**config.mk**
```make
export PLATFORM = sky130hd
export DESIGN_NAME = ps2_jump_receiver
export DESIGN_NICKNAME = d
export VERILOG_FILES = /design/src/rtl/ps2_pkg.sv /design/src/rtl/ps2_clk_filter.sv /design/src/rtl/ps2_jump_receiver.sv
export SDC_FILE = /design/constraint.sdc
export NUM_CORES = 1
export LEC_CHECK = 0
export CAP_MARGIN = 30
export CORE_ASPECT_RATIO = 1.25
export CORE_MARGIN = 5
export CORE_UTILIZATION = 55
export DETAILED_ROUTE_END_ITERATION = 12
export PLACE_DENSITY = 0.79
export SLEW_MARGIN = 10
export SYNTH_ARGS = -nofsm -noshare
export SYNTH_HDL_FRONTEND = slang
export SYNTH_SLANG_ARGS = --single-unit
```
**constraint.sdc**
```tcl
create_clock -name clk -period 2.5 [get_ports clk]
set_clock_uncertainty 0.05 [all_clocks]
set_input_delay 0.5 -clock clk [delete_from_list [all_inputs] [get_ports clk]]
set_output_delay 0.5 -clock clk [all_outputs]
set_load 0.01 [all_outputs]
```
**src/rtl/ps2_pkg.sv**
```systemverilog
// ps2_pkg: shared PS/2 prefix codes, FSM encoding and receiver defaults
package ps2_pkg;
  localparam logic [7:0] PS2_BREAK = 8'hF0;
  localparam logic [7:0] PS2_EXT = 8'hE0;
  localparam logic [7:0] PS2_JUMP_CODE = 8'h29;
  typedef enum logic [1:0] {IDLE, DATA, PARITY, STOP} ps2_state_e;
  function automatic logic odd_ok(input logic [7:0] d, input logic p);
    return ^{d, p};
  endfunction
endpackage

```
**src/rtl/ps2_clk_filter.sv**
```systemverilog
// ps2_clk_filter: synchronizes PS/2 lines, deglitches ps2_clk and flags its falling edges
module ps2_clk_filter #(
  parameter int FILTER_LEN = 8
) (
  input  logic clk,
  input  logic reset,
  input  logic ps2_clk,
  input  logic ps2_data,
  output logic clk_filt,
  output logic data_sync,
  output logic fall
);
  localparam int CW = $clog2(FILTER_LEN + 1);
  logic [1:0] clk_sync, dat_sync;
  logic [CW-1:0] cnt;
  logic flip;
  // cnt tracks how many consecutive samples already disagree with the filtered level
  assign flip = (clk_sync[1] != clk_filt) && (cnt == CW'(FILTER_LEN - 1));
  assign data_sync = dat_sync[1];
  always_ff @(posedge clk or posedge reset) begin
    if (reset) begin
      clk_sync <= 2'b11;
      dat_sync <= 2'b11;
      clk_filt <= 1'b1;
      cnt <= '0;
      fall <= 1'b0;
    end else begin
      clk_sync <= {clk_sync[0], ps2_clk};
      dat_sync <= {dat_sync[0], ps2_data};
      cnt <= (clk_sync[1] == clk_filt || flip) ? '0 : cnt + 1'b1;
      clk_filt <= flip ? clk_sync[1] : clk_filt;
      fall <= flip && clk_filt;
    end
  end
endmodule

```
**src/rtl/ps2_jump_receiver.sv**
```systemverilog
// ps2_jump_receiver: PS/2 keyboard frame receiver with scan-code decode and jump-key tracking
module ps2_jump_receiver
  import ps2_pkg::*;
#(
  parameter int FILTER_LEN = 8,
  parameter int TIMEOUT_CYCLES = 200000,
  parameter logic [7:0] JUMP_CODE = PS2_JUMP_CODE
) (
  input  logic       clk,
  input  logic       reset,
  input  logic       ps2_clk,
  input  logic       ps2_data,
  output logic [7:0] scan_code,
  output logic       code_valid,
  output logic       is_break,
  output logic       is_extended,
  output logic       parity_err,
  output logic       frame_err,
  output logic       jump,
  output logic       jump_pulse
);
  localparam int TW = $clog2(TIMEOUT_CYCLES + 1);
  ps2_state_e state, state_n;
  logic [7:0] shift, shift_n;
  logic [2:0] bit_cnt, bit_n;
  logic par, par_n;
  logic [TW-1:0] to_cnt;
  logic clk_filt, data_s, fall;
  logic timed_out, good, perr, ferr, prefix, jump_n;
  logic brk_pend, ext_pend;
  ps2_clk_filter #(.FILTER_LEN(FILTER_LEN)) u_filt (
    .clk(clk),
    .reset(reset),
    .ps2_clk(ps2_clk),
    .ps2_data(ps2_data),
    .clk_filt(clk_filt),
    .data_sync(data_s),
    .fall(fall)
  );
  assign timed_out = (state != IDLE) && !fall && (to_cnt == TW'(TIMEOUT_CYCLES - 1));
  always_comb begin
    state_n = state;
    shift_n = shift;
    bit_n = bit_cnt;
    par_n = par;
    good = 1'b0;
    perr = 1'b0;
    ferr = 1'b0;
    if (timed_out) begin
      state_n = IDLE;
      shift_n = '0;
      ferr = 1'b1;
    end else if (fall) begin
      case (state)
        IDLE: begin
          state_n = data_s ? IDLE : DATA;
          bit_n = '0;
        end
        DATA: begin
          shift_n = {data_s, shift[7:1]};
          bit_n = bit_cnt + 1'b1;
          state_n = (bit_cnt == 3'd7) ? PARITY : DATA;
        end
        PARITY: begin
          par_n = data_s;
          state_n = STOP;
        end
        default: begin
          state_n = IDLE;
          ferr = !data_s;
          perr = data_s && !odd_ok(shift, par);
          good = data_s && odd_ok(shift, par);
        end
      endcase
    end
  end
  assign prefix = (shift == PS2_BREAK) || (shift == PS2_EXT);
  // jump only follows the plain (non-extended) jump key; its break code releases it
  assign jump_n = (good && !prefix && shift == JUMP_CODE && !ext_pend) ? !brk_pend : jump;
  always_ff @(posedge clk or posedge reset) begin
    if (reset) begin
      state <= IDLE;
      shift <= '0;
      bit_cnt <= '0;
      par <= 1'b0;
      to_cnt <= '0;
      brk_pend <= 1'b0;
      ext_pend <= 1'b0;
      scan_code <= '0;
      code_valid <= 1'b0;
      is_break <= 1'b0;
      is_extended <= 1'b0;
      parity_err <= 1'b0;
      frame_err <= 1'b0;
      jump <= 1'b0;
      jump_pulse <= 1'b0;
    end else begin
      state <= state_n;
      shift <= shift_n;
      bit_cnt <= bit_n;
      par <= par_n;
      to_cnt <= (state == IDLE || fall || timed_out) ? '0 : to_cnt + 1'b1;
      code_valid <= good && !prefix;
      parity_err <= perr;
      frame_err <= ferr;
      jump <= jump_n;
      jump_pulse <= jump_n && !jump;
      if (good && !prefix) begin
        scan_code <= shift;
        is_break <= brk_pend;
        is_extended <= ext_pend;
      end
      brk_pend <= good ? (shift == PS2_BREAK || (brk_pend && shift == PS2_EXT)) : brk_pend;
      ext_pend <= good ? (shift == PS2_EXT || (ext_pend && shift == PS2_BREAK)) : ext_pend;
    end
  end
endmodule

```
==> impl_metrics.tcl, run 1 <==
set metrics [dict create \
    worstRegToRegCells 5 \
    slowest_delay_ns 0.50 \
    fmax_ghz 0.499 \
    gp_congestion 0.869 \
    ant_nets 0 \
    synth_top_area_share_pct 49.3 \
    clkTransAtPathRegs_ns 0.07 \
    worstSetupPathDepth 5 \
    crit_arrival_ns 2.18 \
    synth_fp_nets 247 \
    postCtsHoldBufs 0 \
    cts.sinks 59 \
    finalCriticalPeriod_ns 2.00 \
    ys_top_cells_by_area "dfrtp_1 49%, xor2_1 5.1%, dfstp_2 4.8%, nor2_1 3.8%, mux2i_1 3.3%" \
    worstSetupEndpointType "flip-flop" \
    hold_viol_final 0 \
    drt-vias-per-instance 5.49 \
    finalInstanceArea_um2 3210 \
    slew_headroom_pct 64.3 \
    cts_setup_buffers 0 \
    power_density_nw_per_um2 631 \
    drv_slew 0 \
    num_rows 28 \
    yosys_warnings 0 \
    die_x_um 73.1 \
    clockBufferDepth 2 \
    synth-edff-count 0 \
    syn_area_um2 2740 \
    ios 19 \
    max_slew.worst_pin.slew_ns 0.535 \
    critPathMaxFanout 8 \
    vias 1807 \
    io_buffers 18 \
    ir_worst_vdd_mv 0.582 \
    grt_overflow 0 \
    start_util_pct 57.1 \
    async_flop_share_pct 100 \
    antenna_found_initial 0 \
    drt_iter0_drc 93 \
    p_leak_nw 1.53 \
    pwr-share-seq_pct 50.1 \
    rsz0062_at_grt "false" \
    crit_family "XOR/XNOR gates" \
    placed_area_um2 3000 \
    root_buffer "clkbuf_8" \
    cts.repair.resized 0 \
    net-switching-power_mw 0.441 \
    die_area_um2 6500 \
    switching_share_pct 21.8 \
    yosysTopAreaCell "dfrtp_1" \
    cts_made_buffers 9 \
    outcome "completed" \
    cp.required_ns 2.67 \
    avgRoutedWirePerCell_um 14.7 \
    clock_latency_ns 0.34 \
    p_comb_share_pct 4.3 \
    core-area_um2 4800 \
    crit_buf_inv 1 \
    pwr-share-clk_pct 45.6 \
    hp-class "reg2reg" \
    finalCritPeriodShare_pct 80.2 \
    postSynthCellCount 239 \
    post-route-util_pct 66.9 \
    area_growth_pct 17.2 \
    post_route_cells_drive_above_1_share_pct 16.0 \
    cts_tree "yes" \
    cpMaxStageDelayCell "xnor3_2" \
    grt_pass1_wl_mm 8.41 \
    start_kind "flip-flop" \
    ys_seq_elements 59 \
    p_total_mw 2.03 \
    die_y_um 88.9 \
    synth.distinct_cells 44 \
    synth_area_per_cell_um2 11.5 \
    nNetsFinal 272 \
    grt_pass1_vias 1835 \
    final-setup-viol-count 0 \
    htreeDepth 3 \
    critPathKind "reg2reg" \
    yosysSeqAreaShare_pct 54.1 \
    setup_tns_ns 0 \
    post-route-drc-count 0 \
    insertedDiodeCount 0 \
    path_cells "xor2_1 > xnor3_2 > mux2i_2 > buf_4 > mux2_4" \
    grt_max_degree 44 \
    place_hpwl_mm 3.36 \
    drt_wl_total_mm 4.84 \
    gr-usage-all-layers_pct 17.4 \
    ys.flop_type "dfrtp_1" \
    firstDrtPassIters 4 \
    max-cap-violations 0 \
    power.internal_mw 1.59 \
    holdPathStages 0 \
]
==> power by group through the flow <==
stage	Sequential (mW)	Clock, mW	Combinational, mW
after floorplan	1.03	0	0.0617
final	1.02	0.924	0.0873
after detailed placement	1.03	0	0.0916
after global routing	1.02	0.994	0.105
after global placement	1.03	0	0.0810
after CTS	1.02	0.950	0.0921
==> cell usage after synthesis (2+ instances only) <==
cell type	instances
a211oi_1	2
dfrtp_1	54
inv_1	8
or3_1	3
o21ai_0	5
mux2i_1	9
nor4bb_1	2
dfstp_2	5
nand2_1	11
xnor2_1	4
and4_1	4
nor2_1	28
mux2_2	5
nor3b_1	2
and3_1	4
a21oi_1	5
and2_1	4
nor3_1	3
nand4_1	9
or2_2	2
nand2b_1	3
clkbuf_1	7
nor4_1	3
ha_1	4
nand3_1	12
mux2_4	6
o21bai_1	3
xor2_1	16
==> worst register-to-register path, stage by stage (launching register included) <==
cell	delay, ns
dfrtp_1	0.44
xor2_1	0.16
xnor3_2	0.50
mux2i_2	0.22
buf_4	0.21
mux2_4	0.31
==> area by class of cell <==
cell class	count	area, um2
Fill cell	365	1590
Sequential cell	59	1480
Multi-Input combinational cell	162	1180
Timing Repair Buffer	24	238
Clock buffer	10	128
Clock inverter	6	80.1
Tap cell	60	75.1
Inverter	8	30.0
==> cells by family after synthesis <==
family          count (synthesis)  share of synthesized area (%)
compound gates                 19                           4.43
buf+inv                        18                           2.92
mux                            22                           9.54
flops                          59                           54.1
xor+xnor                       23                           8.95
simple gates                   94                           18.2
fa+ha+maj                       4                           1.83
==> registers in the layout, indices dropped and copies added (netlist names) <==
| name | count |
|---|---|
| frame_err | 1 |
| bit_cnt | 3 |
| u_filt.clk_sync | 2 |
| jump_pulse | 1 |
| brk_pend | 1 |
| u_filt.clk_filt | 1 |
| scan_code | 8 |
| code_valid | 1 |
| ext_pend | 1 |
| u_filt.cnt | 4 |
| to_cnt | 18 |
| is_extended | 1 |
| parity_err | 1 |
| state | 2 |
| shift | 8 |
| par | 1 |
| u_filt.fall | 1 |
| jump | 1 |
| u_filt.dat_sync | 2 |
| is_break | 1 |
==> routing by layer <==
metal	wire length, um	part of all wire [%]	GRT usage [%]
met1	2060	43	20.3
met3	217	4.5	6.07
met5	0	0	0
met2	2380	49	27.7
met4	183	3.8	9.90
==> placed cells by master (no fill, tap or decap), types with 2 or more instances in the layout <==
cell / netlist / layout
dfrtp_1: 54 / 54
nor2_1: 28 / 28
clkdlybuf4s50_1: 0 / 18
xor2_1: 16 / 16
nand3_1: 12 / 12
nand2_1: 11 / 11
nand4_1: 9 / 9
mux2i_1: 9 / 9
clkbuf_8: 0 / 9
inv_1: 8 / 7
mux2_4: 6 / 6
mux2_2: 5 / 5
o21ai_0: 5 / 5
a21oi_1: 5 / 5
buf_4: 1 / 5
dfstp_2: 5 / 5
xnor2_1: 4 / 4
and4_1: 4 / 4
and2_1: 4 / 4
and3_1: 4 / 4
ha_1: 4 / 4
clkinv_2: 0 / 4
nor4_1: 3 / 3
nor3_1: 3 / 3
nand2b_1: 3 / 3
o21bai_1: 3 / 3
or3_1: 3 / 3
nor3b_1: 2 / 2
nor4bb_1: 2 / 2
a211oi_1: 2 / 2
or2_2: 2 / 2
bufinv_16: 0 / 2
==> final timing paths <==
kind | start | to | slack (ns)
max | shift[4]$_DFFE_PP0P_ | scan_code[2]$_DFFE_PP0P_ | 0.50
min | u_filt.clk_sync[0]$_DFF_PP1_ | u_filt.clk_sync[1]$_DFF_PP1_ | 0.31
max reg2reg | shift[4]$_DFFE_PP0P_ | scan_code[2]$_DFFE_PP0P_ | 0.50
min reg2reg | u_filt.clk_sync[0]$_DFF_PP1_ | u_filt.clk_sync[1]$_DFF_PP1_ | 0.31
max in group asynchronous | reset | u_filt.dat_sync[1]$_DFF_PP1_ | 1.40
min in group asynchronous | reset | u_filt.cnt[3]$_DFF_PP0_ | 0.40
==> per-stage QoR <==
step / std cells / worst slack (ns) / hold slack (ns)
3_5_place_dp: 313 / 0.488 / 0.297
2_1_floorplan: 239 / 0.460 / 0.295
4_1_cts: 329 / 0.480 / 0.307
3_3_place_gp: 313 / 0.518 / 0.296
5_1_grt: 329 / 0.375 / 0.310
6_report: 329 / 0.495 / 0.307
Power figures use the tool's default switching activity.
==> run 2: changes to the inputs <==
Clock period 2.5 ns to 1.95 ns, I/O delays scaled along.
==> run 2 against run 1 <==
  * Sequential power rose by 27%
  * Critical path depth did not move
  * Worst setup slack got worse by 0.47 ns
  * Sequential share of layout area fell by 2.1 points
  * Register-to-register slack got worse by 0.47 ns
  * Maximum frequency rose by 4.2%
  * Clock-buffer cell count fell by 1
  * Core utilization rose by 3.4 points
  * Routed wire length rose by 5.0%
  * Total power rose by 18%
  * Global-route usage rose by 0.62 points
  * Design area rose by 5.1%
  * Critical path type unchanged
==> impl_metrics.tcl, run 2 (synthesis gave the netlist of run 1 again) <==
set metrics [dict create \
    outcome "completed" \
    power_density_nw_per_um2 711 \
    finalCriticalPeriod_ns 1.92 \
    critPathKind "reg2reg" \
    grt_pass1_wl_mm 8.75 \
    die_area_um2 6500 \
    worstRegToRegCells 5 \
    hp-class "reg2reg" \
    clockBufferDepth 2 \
    insertedDiodeCount 0 \
    crit_arrival_ns 2.10 \
    rsz0062_at_grt "true" \
    ant_nets 0 \
    largest_register "to_cnt" \
    critPathMaxFanout 13 \
    drt-vias-per-instance 5.47 \
    wl_met3_um 190 \
    post_route_cells_drive_above_1_share_pct 24.3 \
    root_buffer "clkbuf_8" \
    area_growth_pct 23.1 \
    die_y_um 88.9 \
    antenna_found_initial 0 \
    worstSetupEndpointType "flip-flop" \
    firstDrtPassIters 4 \
    final_cell_count_no_fill 344 \
    final_common_cell "dfrtp_1" \
    slew_headroom_pct 67.5 \
    grt_pass1_vias 1895 \
    final-setup-viol-count 0 \
    cts_tree "yes" \
    drt-met1-wl_mm 2.17 \
    drt_wl_total_mm 5.08 \
    hold_viol_final 0 \
    clkTransAtPathRegs_ns 0.08 \
    wl_met2_mm 2.56 \
    holdPathStages 0 \
    slowest_delay_ns 0.45 \
    start_kind "flip-flop" \
    placed_cells 327 \
    finalInstanceArea_um2 3370 \
    grt_overflow 0 \
    cpMaxStageDelayCell "dfrtp_2" \
    mostFrequentLayoutCells "51 x dfrtp_1, 28 x nor2_1, 19 x buf_4" \
    die_x_um 73.1 \
    fin_worst_hold_slack_ns 0.307 \
    ir_worst_vdd_mv 0.562 \
    place_hpwl_mm 3.50 \
    top_regs "to_cnt x18, scan_code x8, shift x8" \
    drv_slew 0 \
    gr-usage-all-layers_pct 18.0 \
    cts_made_buffers 9 \
    cts.sinks 59 \
    path_cells "xnor2_2 > xnor3_2 > mux2i_4 > buf_12 > mux2_4" \
    p_leak_nw 1.59 \
    grt_max_degree 47 \
    num_rows 28 \
    finalCritPeriodShare_pct 98.6 \
    io_buffers 18 \
    placed_area_um2 3130 \
    start_util_pct 57.1 \
    post-route-drc-count 0 \
    ios 19 \
    avgRoutedWirePerCell_um 14.8 \
    post-route-util_pct 70.3 \
    largest_register_ffs 18 \
    htreeDepth 3 \
    p_total_mw 2.40 \
    max-cap-violations 0 \
    drt_iter0_drc 148 \
    max_slew.worst_pin.slew_ns 0.486 \
    highest_layer "met4" \
    fmax_ghz 0.520 \
    vias 1881 \
    core-area_um2 4800 \
    cp.required_ns 2.13 \
    nNetsFinal 287 \
    clock_latency_ns 0.34 \
    postCtsHoldBufs 0 \
    gp_congestion 0.848 \
]
==> run 2: cell count changes in the layout (fill, tap and decap cells not counted), sizes merged <==
cell / delta
buf: +15
clkinvlp: +3
bufinv: -2
clkbuf: -1
clkinv: -1
inv: +1
==> run 2: what timing repair did <==
| action | 4_1_cts | 5_1_grt |
|---|---|---|
| pin swaps | 1 | 1 |
| setup buffers | 0 | 1 |
| gates resized for setup | 3 | 10 |
| setup endpoints to repair | 9 | 11 |
==> run 2: metal layers <==
metal	up-vias	global-route usage [%]
met3	16	5.06
met2	30	29.7
li1	915	-
met5	-	0
met1	920	21.2
met4	0	9.73
==> run 2: worst paths after layout <==
kind	to	startpoint	slack, ns
setup / recovery	scan_code[2]$_DFFE_PP0P_	shift[0]$_DFFE_PP0P_	0.03
hold / removal	u_filt.clk_sync[1]$_DFF_PP1_	u_filt.clk_sync[0]$_DFF_PP1_	0.31
setup reg to reg	scan_code[2]$_DFFE_PP0P_	shift[0]$_DFFE_PP0P_	0.03
hold reg to reg	u_filt.clk_sync[1]$_DFF_PP1_	u_filt.clk_sync[0]$_DFF_PP1_	0.31
max in group asynchronous	u_filt.dat_sync[1]$_DFF_PP1_	reset	1.21
min in group asynchronous	jump_pulse$_DFF_PP0_	reset	0.34
==> run 2: power by group <==
group          switching (mW)  leakage (nW)  total (mW)  internal, mW
Combinational          0.0624         0.704       0.115        0.0529
Clock                   0.515        0.0818       0.981         0.465
Sequential             0.0294         0.800        1.30          1.27
==> run 2: through the flow <==
stage / worst slack, ns / setup TNS [ns]
floorplan: 0.00603 / 0
global placement: 0.0117 / 0
detailed placement: -0.0858 / -0.463
CTS: 0.0139 / 0
global route: -0.0559 / -0.392
finish: 0.0264 / 0
==> run 2: cell type report <==
| cell class | count | area [um2] |
|---|---|---|
| Sequential cell | 59 | 1490 |
| Timing Repair Buffer | 39 | 363 |
| Fill cell | 361 | 1430 |
| Multi-Input combinational cell | 162 | 1240 |
| Clock inverter | 7 | 53.8 |
| Tap cell | 60 | 75.1 |
| Inverter | 8 | 30.0 |
| Clock buffer | 9 | 124 |
==> run 2: critical path, delay by kind of cell (launching register included) <==
kind	cells	cell delay (ns)
XOR/XNOR	2	0.58
buffers and inverters	1	0.17
flip-flops	1	0.45
multiplexers	2	0.56
==> run 3: changes to the inputs <==
Settings changed: CAP_MARGIN 30 to 20.
==> results of run 3 <==
No change in the layout: final DEF, timing and power equal those of run 2.
